===== src/rtl/rv32im_csr_access_unit.sv =====
// Zicsr access sequencer: drives one CSR regfile port through read,
// read-modify-write and write, then returns the old value for rd.
module rv32im_csr_access_unit #(
  parameter int API_XLEN  = 32,
  parameter int CSR_WIDTH = 12
) (
  input  logic                 clk_i,
  input  logic                 rst_n_i,
  input  logic                 req_valid_i,
  output logic                 req_ready_o,
  input  logic [2:0]           req_funct3_i,
  input  logic [CSR_WIDTH-1:0] req_csr_addr_i,
  input  logic [4:0]           req_rs1_idx_i,
  input  logic [API_XLEN-1:0]  req_rs1_val_i,
  input  logic [4:0]           req_rd_idx_i,
  input  logic [1:0]           priviledge_mode_i,
  output logic [CSR_WIDTH-1:0] csr_addr_o,
  output logic                 csr_read_en_o,
  output logic                 csr_write_en_o,
  output logic [API_XLEN-1:0]  csr_wdata_o,
  input  logic [API_XLEN-1:0]  csr_rdata_i,
  output logic                 rsp_valid_o,
  input  logic                 rsp_ready_i,
  output logic [4:0]           rsp_rd_idx_o,
  output logic                 rsp_rd_we_o,
  output logic [API_XLEN-1:0]  rsp_rd_val_o,
  output logic                 rsp_illegal_o
);

  typedef enum logic [1:0] {
    IDLE,
    READ,
    WRITE,
    RESP
  } state_t;

  typedef struct packed {
    logic [1:0]          op;
    logic [API_XLEN-1:0] src;
    logic [4:0]          rd;
    logic                wr;
  } req_t;

  state_t              state;
  req_t                req_q;
  logic [API_XLEN-1:0] old_q;

  logic [API_XLEN-1:0] req_src;
  logic                req_rd;
  logic                req_wr;
  logic                req_ill;

  assign req_ready_o = (state == IDLE);

  assign req_src = req_funct3_i[2]
                 ? API_XLEN'(req_rs1_idx_i)
                 : req_rs1_val_i;
  assign req_rd  = !(req_funct3_i[1:0] == 2'b01
                  && req_rd_idx_i == 5'd0);
  assign req_wr  = (req_funct3_i[1:0] == 2'b01)
                || (req_rs1_idx_i != 5'd0);
  assign req_ill = (req_funct3_i[1:0] == 2'b00)
                || (req_csr_addr_i[9:8] > priviledge_mode_i)
                || (req_wr && req_csr_addr_i[11:10] == 2'b11);

  function automatic logic [API_XLEN-1:0] merge(
    input logic [1:0]          op,
    input logic [API_XLEN-1:0] old,
    input logic [API_XLEN-1:0] src
  );
    logic [API_XLEN-1:0] w;
    unique case (1'b1)
      op == 2'b01: w = src;
      op == 2'b10: w = old | src;
      default:     w = old & ~src;
    endcase
    return w;
  endfunction

  always_ff @(posedge clk_i or negedge rst_n_i) begin
    if (!rst_n_i) begin
      state          <= IDLE;
      req_q          <= '0;
      old_q          <= '0;
      csr_addr_o     <= '0;
      csr_read_en_o  <= 1'b0;
      csr_write_en_o <= 1'b0;
      csr_wdata_o    <= '0;
      rsp_valid_o    <= 1'b0;
      rsp_rd_idx_o   <= '0;
      rsp_rd_we_o    <= 1'b0;
      rsp_rd_val_o   <= '0;
      rsp_illegal_o  <= 1'b0;
    end else begin
      unique case (state)
        IDLE: begin
          if (req_valid_i) begin
            req_q.op   <= req_funct3_i[1:0];
            req_q.src  <= req_src;
            req_q.rd   <= req_rd_idx_i;
            req_q.wr   <= req_wr;
            old_q      <= '0;
            csr_addr_o <= req_csr_addr_i;
            if (req_ill) begin
              state         <= RESP;
              rsp_valid_o   <= 1'b1;
              rsp_illegal_o <= 1'b1;
              rsp_rd_idx_o  <= req_rd_idx_i;
              rsp_rd_we_o   <= 1'b0;
              rsp_rd_val_o  <= '0;
            end else if (req_rd) begin
              state         <= READ;
              csr_read_en_o <= 1'b1;
            end else begin
              // only CSRRW/I with rd=x0 skips the read
              state          <= WRITE;
              csr_write_en_o <= 1'b1;
              csr_wdata_o    <= merge(req_funct3_i[1:0], '0, req_src);
            end
          end
        end
        READ: begin
          csr_read_en_o <= 1'b0;
          old_q         <= csr_rdata_i;
          if (req_q.wr) begin
            state          <= WRITE;
            csr_write_en_o <= 1'b1;
            csr_wdata_o    <= merge(req_q.op, csr_rdata_i, req_q.src);
          end else begin
            state        <= RESP;
            rsp_valid_o  <= 1'b1;
            rsp_rd_idx_o <= req_q.rd;
            rsp_rd_we_o  <= (req_q.rd != 5'd0);
            rsp_rd_val_o <= csr_rdata_i;
          end
        end
        WRITE: begin
          state          <= RESP;
          csr_write_en_o <= 1'b0;
          csr_wdata_o    <= '0;
          rsp_valid_o    <= 1'b1;
          rsp_rd_idx_o   <= req_q.rd;
          rsp_rd_we_o    <= (req_q.rd != 5'd0);
          rsp_rd_val_o   <= old_q;
        end
        RESP: begin
          if (rsp_ready_i) begin
            state         <= IDLE;
            csr_addr_o    <= '0;
            rsp_valid_o   <= 1'b0;
            rsp_rd_idx_o  <= '0;
            rsp_rd_we_o   <= 1'b0;
            rsp_rd_val_o  <= '0;
            rsp_illegal_o <= 1'b0;
          end
        end
        default: state <= IDLE;
      endcase
    end
  end

endmodule

===== config.mk =====
export PLATFORM = sky130hd
export DESIGN_NAME = rv32im_csr_access_unit
export DESIGN_NICKNAME = d
export VERILOG_FILES = /design/src/rtl/rv32im_csr_access_unit.sv
export SDC_FILE = /design/constraint.sdc
export NUM_CORES = 1
export LEC_CHECK = 0
export ABC_CLOCK_PERIOD_IN_PS = 6100
export CORE_ASPECT_RATIO = 1.75
export CORE_UTILIZATION = 50
export CTS_CLUSTER_DIAMETER = 120
export DETAILED_ROUTE_END_ITERATION = 6
export GPL_TIMING_DRIVEN = 0
export PLACE_DENSITY = 0.77
export SYNTH_ARGS = -nofsm -noshare
export SYNTH_HDL_FRONTEND = slang
export SYNTH_SLANG_ARGS = --single-unit

===== constraint.sdc =====
create_clock -name clk_i -period 6.1 [get_ports clk_i]
set_input_delay 0.61 -clock clk_i [delete_from_list [all_inputs] [get_ports clk_i]]
set_output_delay 0.61 -clock clk_i [all_outputs]
set_load 0.01 [all_outputs]

Word-level counts from Yosys, hierarchy flattened

Cells that the tools add are included.

Register bits: 160
Input port bits: 95

$lt $le $gt $ge: 1
Mux-type cells: 48
Bitwise logic cells: 3
Reductions and logical operators: 22
Equality and inequality tests: 16

Operators by type and width:

| cell                 | number |
|---|---|
| $mux W32             | 11 |
| $pmux W32 S2         | 2 |
| $pmux W32 S4         | 1 |
| $pmux W32 S3         | 1 |
| $and A32 B32 Y32     | 1 |
| $not A32 Y32         | 1 |
| $or A32 B32 Y32      | 1 |
| $mux W12             | 2 |
| $pmux W12 S2         | 1 |
| $mux W5              | 4 |
| $pmux W5 S4          | 1 |
| $mux W1              | 15 |
| $ne A2 B2 Y1 const B | 6 |
| $reduce_and A4 Y1    | 3 |
| $eq A2 B2 Y1 const B | 5 |
| $reduce_bool A5 Y1   | 2 |
| $mux W2              | 4 |
| $pmux W1 S4          | 2 |
| $pmux W2 S4          | 1 |
| $eq A2 B1 Y1 const B | 3 |
| $reduce_and A2 Y1    | 3 |
| $logic_not A5 Y1     | 1 |
| $reduce_and A5 Y1    | 1 |
| $logic_not A2 Y1     | 2 |
| 10 further kinds     | 16 |

Depth between registers and ports, before layout

Gate-level depths: netlist of run 1.

Depth after elaboration: 7
Mapped depth: 10
Mapped depth without buffers: 7

Worst setup path before layout of run 1

Ideal clock, no wire load.

Kind: in2reg
Start point: input port req_rs1_idx_i[1]
End point: register csr_wdata_o[0]
Buffers on the path: 1
Data arrival time: 2497 ps
Stages: 6
Setup time: 125 ps
Setup slack: 3478 ps
Data required time: 5975 ps
Cells stage by stage: or4_1 -> o311a_4 -> o31ai_4 -> and2_1 -> buf_6 -> mux2_2

Longest elaborated chain between the ends: 6

Ends and longest elaborated chain:

| what                               | RTL line | text |
|---|---|---|
| start, declared                    | 13       | `input logic [4:0] req_rs1_idx_i,` |
| $reduce_bool A5 Y1                 | 61       | `\|\| (req_rs1_idx_i != 5'd0);` |
| $logic_or A1 B1 Y1                 | 61       |  |
| $logic_and A1 B1 Y1                | 64       | `\|\| (req_wr && req_csr_addr_i[11:10] == 2'b11);` |
| $logic_or A1 B1 Y1                 | 64       |  |
| $ne A2 B2 Y1 (no source line)      | --       |  |
| $reduce_and A5 Y1 (no source line) | --       |  |
| end signal, assigned               | 118      | `csr_wdata_o <= merge(req_funct3_i[1:0], '0, req_src);` |
| end signal, assigned               | 128      | `csr_wdata_o <= merge(req_q.op, csr_rdata_i, req_q.src);` |
| end, declared                      | 20       | `output logic [API_XLEN-1:0] csr_wdata_o,` |

No other way between the ends.
A chain may end at the register's enable or synchronous reset.

Worst setup path in the final report of run 1

Start point: input port req_rs1_idx_i[1]
End point: register csr_wdata_o[11]

The elaborated chain is that of the path after synthesis.

==> impl_metrics.yaml, run 1 <==
logic_synthesis:
  synth_ff_type: "dfrtp_1"
  yosys_warnings: 0
  synth-seq-cells: 160
  synth.avg_cell_area_um2: 9.43
  yosys.cell_types.count: 40
  async_flop_share_pct: 100
  synth_top_area_cell: "dfrtp_1"
  yosysSeqAreaShare_pct: 52.4
  netlist_area_um2: 7640
  synth_edf_count: 0
  synth_nets: 915
  synth_area_leaders: "dfrtp_1 (52%), nand2_1 (8.9%), a22o_1 (7.3%), o21ai_0 (6.3%), a21oi_1 (5.7%)"
  synthCells: 810
  synth_top_cell_area_share_pct: 52.4
sta:
  fin_setup_tns_ps: 0
  hold_ws_ps: 86.4
  fmaxAchievable_mhz: 307
  max_slew_margin_pct: 57.2
  period_share_pct: 53.4
  clock_skew_ps: 13.1
  rsz0062_at_grt: "no"
  hold_viol_final: 0
  setup_violations: 0
  min_period_ps: 3260
  maxSlewViolCount: 0
  worst_pin_slew_ps: 642
detailed_routing:
  wl_per_cell_um: 18.6
  routed_wl_um: 22400
  vias: 7020
  drtAntennaViolNets: 0
  drc_errors: 0
  firstDrtPassIters: 5
  viasPerCell: 5.82
  first_iter_violations: 428
cts:
  cts_resized: 0
  cts_buffers: 17
  cts_tree: "yes"
  cts_root_buf: "clkbuf_16"
  hold_buffers: 0
  h-tree-depth: 4
  cts_buffer_depth: 2
  clk_pin_slew_ps: 70
  clock-sinks: 160
  postCtsSetupBuffers: 0
  insertion_delay_ps: 430
placed_design:
  dp_cells: 1175
  place.gp.congestion: 0.891
  io_buffers: 180
  dp_hpwl_um: 16700
power_and_ir_drop:
  peakVddDrop_mv: 0.372
  power_mw: 6.13
  leakagePower_nw: 4.38
  cellPowerDensity_nw_per_um2: 593
final_layout:
  layout_commonest_cell: "nand2_1"
  final_cell_mix: "nand2_1 (181), clkdlybuf4s50_1 (179), dfrtp_1 (160)"
  area_delta_synth_final_pct: 35.3
  finalNetCount: 1116
  diodes: 0
  stdcell_count: 1206
  drive_gt1_share_pct: 5.57
  fin_util_pct: 69.3
worst_setup_path:
  critPathLaunchType: "primary input"
  cp.required_ps: 6410
  worstPathMaxFanout: 10
  end_kind: "flip-flop"
  cp.arrival_ps: 3570
  path_class: "primary input to flip-flop"
global_routing:
  grt-ovfl-total: 0
  antenna_found_initial: 0
  grt_max_degree: 108
  track_usage_pct: 29.5
  grt_pass1_wl_um: 35100
  grt_pass1_vias: 6834
die:
  dieHeight_um: 165
  die_area_um2: 15800
  initial_core_util_pct: 51.2
  core_area_um2: 14900
  row_count: 59
  chipWidth_um: 95.4
  ioPinCount: 182
status:
  status: "completed"
job:
  max_cap_violations: 0
hold_path:
  hold_class: "primary input to asynchronous set/reset pin"
==> critical path: stages <==
cell and delay, ps:
clkdlybuf4s50_1 500, or4_1 680, o311a_4 390, o31ai_4 610, and2_1 240, buf_6 130, buf_6 160, buf_6 150
a21oi_1 80
==> cells in the mapped netlist, types with 2 or more instances <==
library cell,n
a2111oi_0,14
a21oi_1,87
a22o_1,64
a22oi_1,5
a31oi_1,14
buf_1,4
buf_2,5
buf_6,4
clkbuf_1,57
dfrtp_1,160
ha_1,10
inv_1,13
mux2_2,10
mux2i_1,6
nand2_1,181
nand2b_1,2
nand3b_1,12
nor2_1,20
nor2b_1,5
nor3_1,3
nor4b_1,2
o21ai_0,96
o31ai_1,2
o32a_1,13
o32ai_1,5
or4_1,2
==> path summary, 6_finish.rpt <==
check                            startpoint         endpoint  slack (ps)  cells past startpoint
setup / recovery           req_rs1_idx_i[1]  csr_wdata_o[11]        2840                      9
hold / removal                      rst_n_i  csr_wdata_o[23]          90                      1
setup reg to reg                   state[0]        old_q[28]        3150                      8
hold reg to reg              csr_addr_o[11]   csr_addr_o[11]         460                      2
max in group asynchronous           rst_n_i        old_q[10]        5140                      2
min in group clk_i           csr_addr_o[11]   csr_addr_o[11]         460                      2
==> registers in the layout, summed over array words and instances, names as in the netlist <==
name	cells
req_q	40
csr_wdata_o	32
old_q	32
rsp_rd_val_o	32
csr_addr_o	12
rsp_rd_idx_o	5
state	2
csr_read_en_o	1
csr_write_en_o	1
rsp_illegal_o	1
rsp_rd_we_o	1
rsp_valid_o	1
==> logic make-up (layout without fill, tap and decap cells) <==
kind of cell / Yosys count / after routing / share of synthesized area, %
fa+ha+maj: 10 / 10 / 1.64
compound gates: 310 / 310 / 26.6
simple gates: 231 / 231 / 12.6
mux: 16 / 16 / 2.26
buf+inv: 83 / 296 / 4.55
flops: 160 / 160 / 52.4
==> where the power goes <==
group          internal (mW)  switching [mW]  total (mW)
Clock                  0.694           0.457        1.15
Sequential              1.57           0.325        1.90
Combinational           1.33            1.74        3.08
==> cell type report <==
| type | instances | area, µm² |
|---|---|---|
| buffer | 70 | 299 |
| tap | 183 | 229 |
| clock inverter | 13 | 200 |
| multi-input combinational | 567 | 3290 |
| clock buffer | 18 | 429 |
| inverter | 13 | 48.8 |
| timing repair buffer | 182 | 1840 |
| sequential | 160 | 4000 |
| fill | 1206 | 4580 |
==> layer usage <==
layer | global-route usage [%] | part of all wire, %
met5 | 0 | 0
met3 | 5.17 | 6.5
met1 | 34.9 | 38
met4 | 15.1 | 4.1
met2 | 50.5 | 52
==> metrics by stage <==
stage                     worst slack [ps]  area, µm²
final                                 2840      10300
after global routing                  2840      10300
after CTS                             2910      10300
after detailed placement              2500       9710
after global placement               -2140       9670
after floorplan                       3480       7640
No activity file was read; power rests on OpenSTA's default activity.
==> run 2, diff against run 1 <==
--- a/config.mk
+++ b/config.mk
@@ -5,7 +5,7 @@
 export SDC_FILE = /design/constraint.sdc
 export NUM_CORES = 1
 export LEC_CHECK = 0
-export ABC_CLOCK_PERIOD_IN_PS = 6100
+export ABC_CLOCK_PERIOD_IN_PS = 3200
 export CORE_ASPECT_RATIO = 1.75
 export CORE_UTILIZATION = 50
 export CTS_CLUSTER_DIAMETER = 120
==> constraint.sdc (replaced) <==
create_clock -name clk_i -period 3.2 [get_ports clk_i]
set_input_delay 0.32 -clock clk_i [delete_from_list [all_inputs] [get_ports clk_i]]
set_output_delay 0.32 -clock clk_i [all_outputs]
set_load 0.01 [all_outputs]
==> run 2 against run 1 <==
Critical endpoint unchanged; first-iteration DRC count rose by 4.0%; highest routed layer unchanged; sequential share of layout area barely moved; total power rose by 91%.
==> impl_metrics.yaml, run 2 (same netlist as run 1, synthesis figures left out) <==
status:
  status: "completed"
cts:
  cts_buffer_depth: 2
  postCtsSetupBuffers: 0
  cts_resized: 0
  h-tree-depth: 4
  cts_buffers: 17
  clk_pin_slew_ps: 70
  clock-sinks: 160
  cts_root_buf: "clkbuf_16"
  cts_tree: "yes"
  insertion_delay_ps: 430
  hold_buffers: 1
sta:
  fmaxAchievable_mhz: 334
  worst_pin_slew_ps: 644
  period_share_pct: 93.5
  min_period_ps: 2990
  hold_ws_ps: 417
  rsz0062_at_grt: "no"
  hold_viol_final: 0
  max_slew_margin_pct: 57.1
  maxSlewViolCount: 0
  setup_violations: 0
  clock_skew_ps: 12.2
worst_setup_path:
  path_cells: "clkdlybuf4s50_1, or4_1, o311a_4, o31ai_4, and2_1, buf_6, buf_6, buf_6, a21oi_1"
  path_class: "primary input to flip-flop"
  slowest_delay_ps: 680
  worstPathMaxFanout: 10
  cp.required_ps: 3510
  worstPathBufferInverterCount: 4
  slowest_stage: "or4_1"
  critPathLaunchType: "primary input"
  cp.arrival_ps: 3300
  end_kind: "flip-flop"
  path_delay_family: "compound AO/OA/AOI/OAI gates"
  cp_common_cell: "buf_6"
detailed_routing:
  drtAntennaViolNets: 0
  routed_wl_um: 22500
  viasPerCell: 5.82
  vias: 7026
  first_iter_violations: 445
  wl_per_cell_um: 18.7
  drc_errors: 0
  firstDrtPassIters: 5
die:
  row_count: 59
  initial_core_util_pct: 51.2
  dieHeight_um: 165
  chipWidth_um: 95.4
  core_area_um2: 14900
  die_area_um2: 15800
  ioPinCount: 182
global_routing:
  track_usage_pct: 29.5
  grt_pass1_vias: 6838
  grt_max_degree: 108
  antenna_found_initial: 0
  grt-ovfl-total: 0
  grt_pass1_wl_um: 35100
final_layout:
  regMostFlops: "req_q"
  largest_reg_flops: 40
  final_cell_mix: "nand2_1 (181), clkdlybuf4s50_1 (179), dfrtp_1 (160)"
  diodes: 0
  layout_commonest_cell: "nand2_1"
  finalNetCount: 1117
  stdcell_count: 1207
  area_delta_synth_final_pct: 35.5
  drive_gt1_share_pct: 5.57
job:
  max_cap_violations: 0
hold_path:
  hold_class: "primary input to asynchronous set/reset pin"
placed_design:
  dp_cells: 1175
  place.gp.congestion: 0.891
  io_buffers: 180
  dp_hpwl_um: 16700
power_and_ir_drop:
  leakagePower_nw: 4.38
  cellPowerDensity_nw_per_um2: 1130
  peakVddDrop_mv: 0.713
[run 2: changes by cell type in the layout (fill, tap and decap cells not counted), sizes merged]
cell and change:
dlygate4sd3 +1
[run 2: worst paths after layout]
check	slack (ps)	depth (start not counted)	from	endpoint
hold reg to reg	460	2	csr_addr_o[11]	csr_addr_o[11]
hold / removal	420	2	rst_n_i	csr_wdata_o[27]
min in group clk_i	460	3	req_csr_addr_i[4]	csr_addr_o[4]
max in group asynchronous	1900	3	rst_n_i	old_q[10]
setup / recovery	210	9	req_rs1_idx_i[1]	csr_wdata_o[11]
setup reg to reg	230	8	state[0]	old_q[28]
[run 2: cell type report]
| class | count | area (µm²) |
|---|---|---|
| Inverter | 13 | 48.8 |
| Clock buffer | 18 | 429 |
| Buffer | 70 | 299 |
| Fill cell | 1205 | 4570 |
| Multi-Input combinational cell | 567 | 3290 |
| Timing Repair Buffer | 183 | 1850 |
| Clock inverter | 13 | 200 |
| Tap cell | 183 | 229 |
| Sequential cell | 160 | 4000 |
[run 2: power breakdown]
| part | internal [mW] | total (mW) | switching (mW) | leakage, nW |
|---|---|---|---|---|
| registers | 3.00 | 3.62 | 0.620 | 2.05 |
| logic | 2.54 | 5.87 | 3.32 | 2.04 |
| clock network | 1.32 | 2.20 | 0.880 | 0.298 |
[run 2: layer usage]
metal,share of wire (%),track usage (%)
met4,4.3,15.1
met2,51,50.6
met5,0,0
met3,6.5,5.17
met1,38,35.0
[run 2: per-stage QoR]
stage	utilization, %	TNS [ps]	worst slack [ps]	cell area, µm²	power, mW
global route	69.4	0	99.6	10300	12.5
finish	69.4	0	209	10300	11.7
global placement	64.8	-759180	-4750	9670	9.29
detailed placement	65.1	-2860	-114	9710	9.44
floorplan	-	0	779	7640	7.07
CTS	69.4	0	290	10300	11.7
==> run 3, diff against run 2 <==
--- a/config.mk
+++ b/config.mk
@@ -5,13 +5,13 @@
 export SDC_FILE = /design/constraint.sdc
 export NUM_CORES = 1
 export LEC_CHECK = 0
-export ABC_CLOCK_PERIOD_IN_PS = 3200
+export ABC_CLOCK_PERIOD_IN_PS = 2700
 export CORE_ASPECT_RATIO = 1.75
-export CORE_UTILIZATION = 50
+export CORE_UTILIZATION = 45
 export CTS_CLUSTER_DIAMETER = 120
 export DETAILED_ROUTE_END_ITERATION = 6
 export GPL_TIMING_DRIVEN = 0
-export PLACE_DENSITY = 0.77
+export PLACE_DENSITY = 0.73
 export SYNTH_ARGS = -nofsm -noshare
 export SYNTH_HDL_FRONTEND = slang
 export SYNTH_SLANG_ARGS = --single-unit
==> constraint.sdc (replaced) <==
create_clock -name clk_i -period 2.7 [get_ports clk_i]
set_input_delay 0.27 -clock clk_i [delete_from_list [all_inputs] [get_ports clk_i]]
set_output_delay 0.27 -clock clk_i [all_outputs]
set_load 0.01 [all_outputs]
==> run 3 against run 2 <==
Worst hold slack got worse by 36 ps; largest cell class unchanged; setup slack got worse by 110 ps; clock skew decreased by 3.9 ps; wire length increased by 0.71%.
==> impl_metrics.yaml, run 3 (same netlist as run 1, synthesis figures left out) <==
sta:
  fmaxAchievable_mhz: 385
  clock_skew_ps: 8.26
  min_period_ps: 2600
  fin_ws_ps: 104
  max_slew_margin_pct: 53.0
  period_share_pct: 96.2
  setup_violations: 0
  worst_pin_slew_ps: 705
  fin_setup_tns_ps: 0
  rsz0062_at_grt: "no"
  maxSlewViolCount: 0
  hold_viol_final: 0
worst_setup_path:
  crit_start: "req_q[38]"
  cp.arrival_ps: 2970
  path_class: "flip-flop to flip-flop"
  r2r_start: "req_q[38]"
  cp.required_ps: 3070
  end_kind: "flip-flop"
  critPathLaunchType: "flip-flop"
  worstPathMaxFanout: 10
placed_design:
  dp_hpwl_um: 17000
  place.gp.congestion: 0.843
  post-place-ws_ps: -496
  io_buffers: 180
detailed_routing:
  routed_wl_um: 22700
  firstDrtPassIters: 5
  drc_errors: 0
  wl_per_cell_um: 18.2
  viasPerCell: 5.54
  first_iter_violations: 306
  drtAntennaViolNets: 0
  vias: 6919
cts:
  cts_buffers: 17
  cts_tree: "yes"
  insertion_delay_ps: 430
  clock-sinks: 160
  cts_root_buf: "clkbuf_16"
  clk_pin_slew_ps: 70
  cts_buffer_depth: 2
  h-tree-depth: 4
final_layout:
  area_delta_synth_final_pct: 36.2
  drive_gt1_share_pct: 6.35
  register_area_um2: 4000
  largest_reg_flops: 40
  layout_commonest_cell: "nand2_1"
  final_cell_mix: "nand2_1 (181), clkdlybuf4s50_1 (179), dfrtp_1 (160)"
  regMostFlops: "req_q"
  nFillCells: 1445
  multi_input_area_um2: 3310
  finalNetCount: 1115
global_routing:
  grt_pass1_wl_um: 35700
  antenna_found_initial: 2
  grt-ovfl-total: 0
  track_usage_pct: 26.7
  grt_pass1_vias: 6907
  grt_max_degree: 95
power_and_ir_drop:
  power_mw: 13.7
  switching_share_pct: 41.9
  leakagePower_nw: 4.40
  cellPowerDensity_nw_per_um2: 1320
  peakVddDrop_mv: 0.668
  power.switching_mw: 5.76
  clock_power_share_pct: 17.7
  cell_internal_pwr_mw: 7.97
  p_comb_share_pct: 51.1
  p_seq_share_pct: 31.2
die:
  core_area_um2: 16500
  row_count: 62
  ioPinCount: 182
  dieHeight_um: 174
  chipWidth_um: 100
  initial_core_util_pct: 46.2
  die_area_um2: 17500
status:
  status: "completed"
hold_path:
  hold_class: "primary input to asynchronous set/reset pin"
job:
  max_cap_violations: 0
-- run 3: cell count changes in the layout (fill, tap and decap cells not counted), moves of 2 or more --
cell,previous run,this run
clkinvlp_4,3,1
bufinv_16,4,1
clkbuf_2,0,3
clkbuf_8,0,2
inv_6,4,6
diode_2,0,2
clkbuf_1,58,52
clkinv_4,0,3
-- run 3: critical path: stages, from the launching register on --
cell and delay (ps):
dfrtp_1 380, inv_1 60, ha_1 390, or2_2 150, clkbuf_1 200, clkbuf_1 470, a21oi_1 80, o32ai_1 550
mux2_2 260
-- run 3: what timing repair did --
action                                 in CTS  in global routing
pin swaps                                   1                  0
setup endpoints to repair                  63                102
endpoints found under the hold margin      66                  0
gates resized for setup                     2                  9
setup buffers                               1                  0
hold buffers                                1                  0
-- run 3: final timing paths --
path                            slack [ps]  cells after the start                to
worst min register to register         460                      2     csr_addr_o[1]
max in group asynchronous             1480                      3  rsp_rd_val_o[10]
worst min-delay path                   380                      2   csr_wdata_o[23]
worst max register to register         100                      8    csr_wdata_o[0]
min in group clk_i                     410                      3     csr_addr_o[4]
worst max-delay path                   100                      8    csr_wdata_o[0]
-- run 3: per-stage QoR --
step                      utilization [%]  instances  hold WS [ps]  area [µm²]
final                                62.9       1249           382       10400
after global routing                 62.9       1249           409       10400
after CTS                            62.8       1248           390       10400
after detailed placement             59.0       1215           257        9750
after global placement               58.8       1214           448        9720
after floorplan                         -        810         -25.6        7640
-- run 3: power by group through the flow --
| stage | logic (mW) | clock network (mW) | registers (mW) |
|---|---|---|---|
| after floorplan | 3.92 | 0 | 4.45 |
| after global placement | 6.77 | 0 | 4.27 |
| after CTS | 7.00 | 2.46 | 4.27 |
| after global routing | 7.67 | 2.56 | 4.42 |
| after detailed placement | 6.88 | 0 | 4.31 |
| final | 7.01 | 2.44 | 4.28 |
-- run 3: cell type report --
cell class	instances	area share [%]
well taps	224	2.69
clock inverters	13	1.34
clock buffers	19	4.35
plain buffers	68	2.84
diodes	2	0.0481
flip-flops and latches	160	38.5
repair buffers	183	17.9
inverters	13	0.469
multi-input cells	567	31.8
-- run 3: per-layer routing --
metal	GRT usage, %	part of all wire [%]	vias up
li1	-	-	3309
met1	31.5	40	3309
met2	46.0	52	245
met3	4.02	4.1	56
met4	14.6	4.4	0
met5	0	0	-
==> edit (flow settings as in run 3) <==
The parameter `CSR_WIDTH` goes from 12 to 24.
--- a/src/rtl/rv32im_csr_access_unit.sv
+++ b/src/rtl/rv32im_csr_access_unit.sv
@@ -2,7 +2,7 @@
 // read-modify-write and write, then returns the old value for rd.
 module rv32im_csr_access_unit #(
   parameter int API_XLEN  = 32,
-  parameter int CSR_WIDTH = 12
+  parameter int CSR_WIDTH = 24
 ) (
   input  logic                 clk_i,
   input  logic                 rst_n_i,
Interface: changed (resized csr_addr_o and req_csr_addr_i); port bits go from 182 to 206. The function was not compared with the original's and may differ.
==> edit against run 3 <==
  * Setup slack improved by 0.044 ns
  * Sequential cell count grew 12
  * Routed wire length rose by 6.7%
  * Utilization up 0.063 points
  * Non-clock buffer count grew 28
  * Total power decreased by 0.57%
  * Critical endpoint is now csr_wdata_o[28]
  * Synthesized area is 6.8% higher
  * Cell area grew 6.7%
  * Critical path type unchanged
  * Global-route usage increased by 0.21 points
  * Cell count rose by 5.0%
==> edit: results (changes against run 3) <==
All-Layer GR Usage: 26.9% (+0.21 points)
Drt total wl: 24.2 mm (+6.7%)
Pin count of the biggest net entering global routing: 117 (+23%)
Met3 WL: 1.09 mm (+17%)
Initial antenna violation count: 1 (-1)
Met1 WL: 9.50 mm (+5.6%)
GP Congestion: 0.892 (+5.8%)
Slew of the pin with the lowest slew margin: 0.632 ns (-0.0730 ns)
Post-placement worst setup slack: -0.166 ns (+0.330 ns)
Layout cell share with drive strength beyond 1: 8.15% (+1.8 points)
Worst IR drop on VDD: 0.000665 V (-0.57%)
Synth area leaders: dfrtp_1 (53%), nand2_1 (7.2%), a22o_1 (6.9%), o21ai_0 (6.5%), a21oi_1 (5.3%)
First-pass GRT wire length: 39.4 mm (+10%)
Top cells by count, synth: dfrtp_1 (172), nand2_1 (156), o21ai_0 (106), a21oi_1 (87), a22o_1 (64)
Nets@finish: 1185 (+6.3%)
# H-tree levels: 4 (unchanged)
Pre-antenna DRT Iters: 4 (-1)
Routed met2 length: 12.6 mm (+7.6%)
Grt ovf: 0 (unchanged)
Average vias per placed instance: 5.56 (+0.33%)
Register area share after synthesis: 52.8% (+0.36 points)
Critical Path Max Stage Delay: 0.46 ns (-0.09 ns)
Syn Nets: 960 (+4.9%)
P_leak: 0.00469 uW (+6.6%)
Largest register FFs: 40 (unchanged)
DPL Wire Length: 18.3 mm (+7.2%)
Vias in the first global route: 7349 (+6.4%)
Async set or reset register ratio after synthesis: 100% (unchanged)
Clock skew: 0.00946 ns (+0.00120 ns)
Status: complete, no violations
Sw Ratio: 41.5% (-0.45 points)
Initial detailed-routing violation count: 491 (+60%)
CP arrival: 2.87 ns (-0.10 ns)
Most flops, register: req_q
Slowest cell on crit path: clkbuf_1
Port bufs: 204 (+13%)
==> edit: final cells by class <==
cell class                      instances  area [um^2]
Sequential cell                       172         4300
Inverter                               23         86.3
Buffer                                 72          329
Multi-Input combinational cell        575         3450
Antenna cell                            1         2.50
Clock inverter                         13          106
Tap cell                              231          289
Fill cell                            1520         6520
Timing Repair Buffer                  207         2090
Clock buffer                           18          439
==> edit: metrics by stage <==
step / cells / cell area, um^2 / util [%]
after floorplan: 843 / 8150 / -
after global placement: 1278 / 10500 / 59.5
after detailed placement: 1279 / 10500 / 59.7
after CTS: 1311 / 11100 / 63.0
after global routing: 1312 / 11100 / 63.0
final: 1312 / 11100 / 63.0
==> edit: path summary, 6_finish.rpt <==
check	cells after the start	start	to	slack, ns
worst min-delay path	2	rst_n_i	csr_wdata_o[7]	0.34
worst max register to register	8	state[0]	csr_wdata_o[28]	0.15
worst min register to register	2	rsp_valid_o	rsp_valid_o	0.48
min in group clk_i	3	req_rs1_val_i[19]	req_q[25]	0.42
worst max-delay path	8	state[0]	csr_wdata_o[28]	0.15
max in group asynchronous	3	rst_n_i	old_q[27]	1.41
==> edit: per-layer routing <==
metal	GRT usage, %	vias up
met5	0	-
met1	31.6	3483
met4	13.0	0
li1	-	3474
met2	47.9	280
met3	4.09	55
==> edit: cell families (layout without fill, tap and decap cells) <==
logic type | Yosys count | count (layout) | synth area share, %
flops | 172 | 172 | 52.8
fa+ha+maj | 10 | 10 | 1.53
simple gates | 213 | 213 | 11.2
mux | 19 | 19 | 2.52
buf+inv | 96 | 333 | 5.03
compound gates | 333 | 333 | 26.9
other cells | 0 | 1 | 0
==> edit: power by group through the flow <==
stage	Sequential, uW	Combinational, uW	Clock, uW
2_1_floorplan	4490	4090	0
6_report	4330	7010	2300
4_1_cts	4320	7020	2350
3_5_place_dp	4360	6960	0
5_1_grt	4480	7690	2460
3_3_place_gp	4320	6850	0
==> edit: worst max-delay path: cells and delay by family (launching register included) <==
family	cells	cell delay, ns
buffers and inverters	4	1.21
DFF	1	0.42
AOI/OAI and AO/OA	2	0.37
adders and majority gates	1	0.30
and+or+nand+nor	1	0.15
==> edit: repair_timing <==
action                                 CTS  global route
cloned                                   0             0
hold buffers                             1             0
gates resized for setup                  3            10
setup buffers                            1             0
setup endpoints to repair               76            24
endpoints found under the hold margin   56             0
pin swaps                                0             0
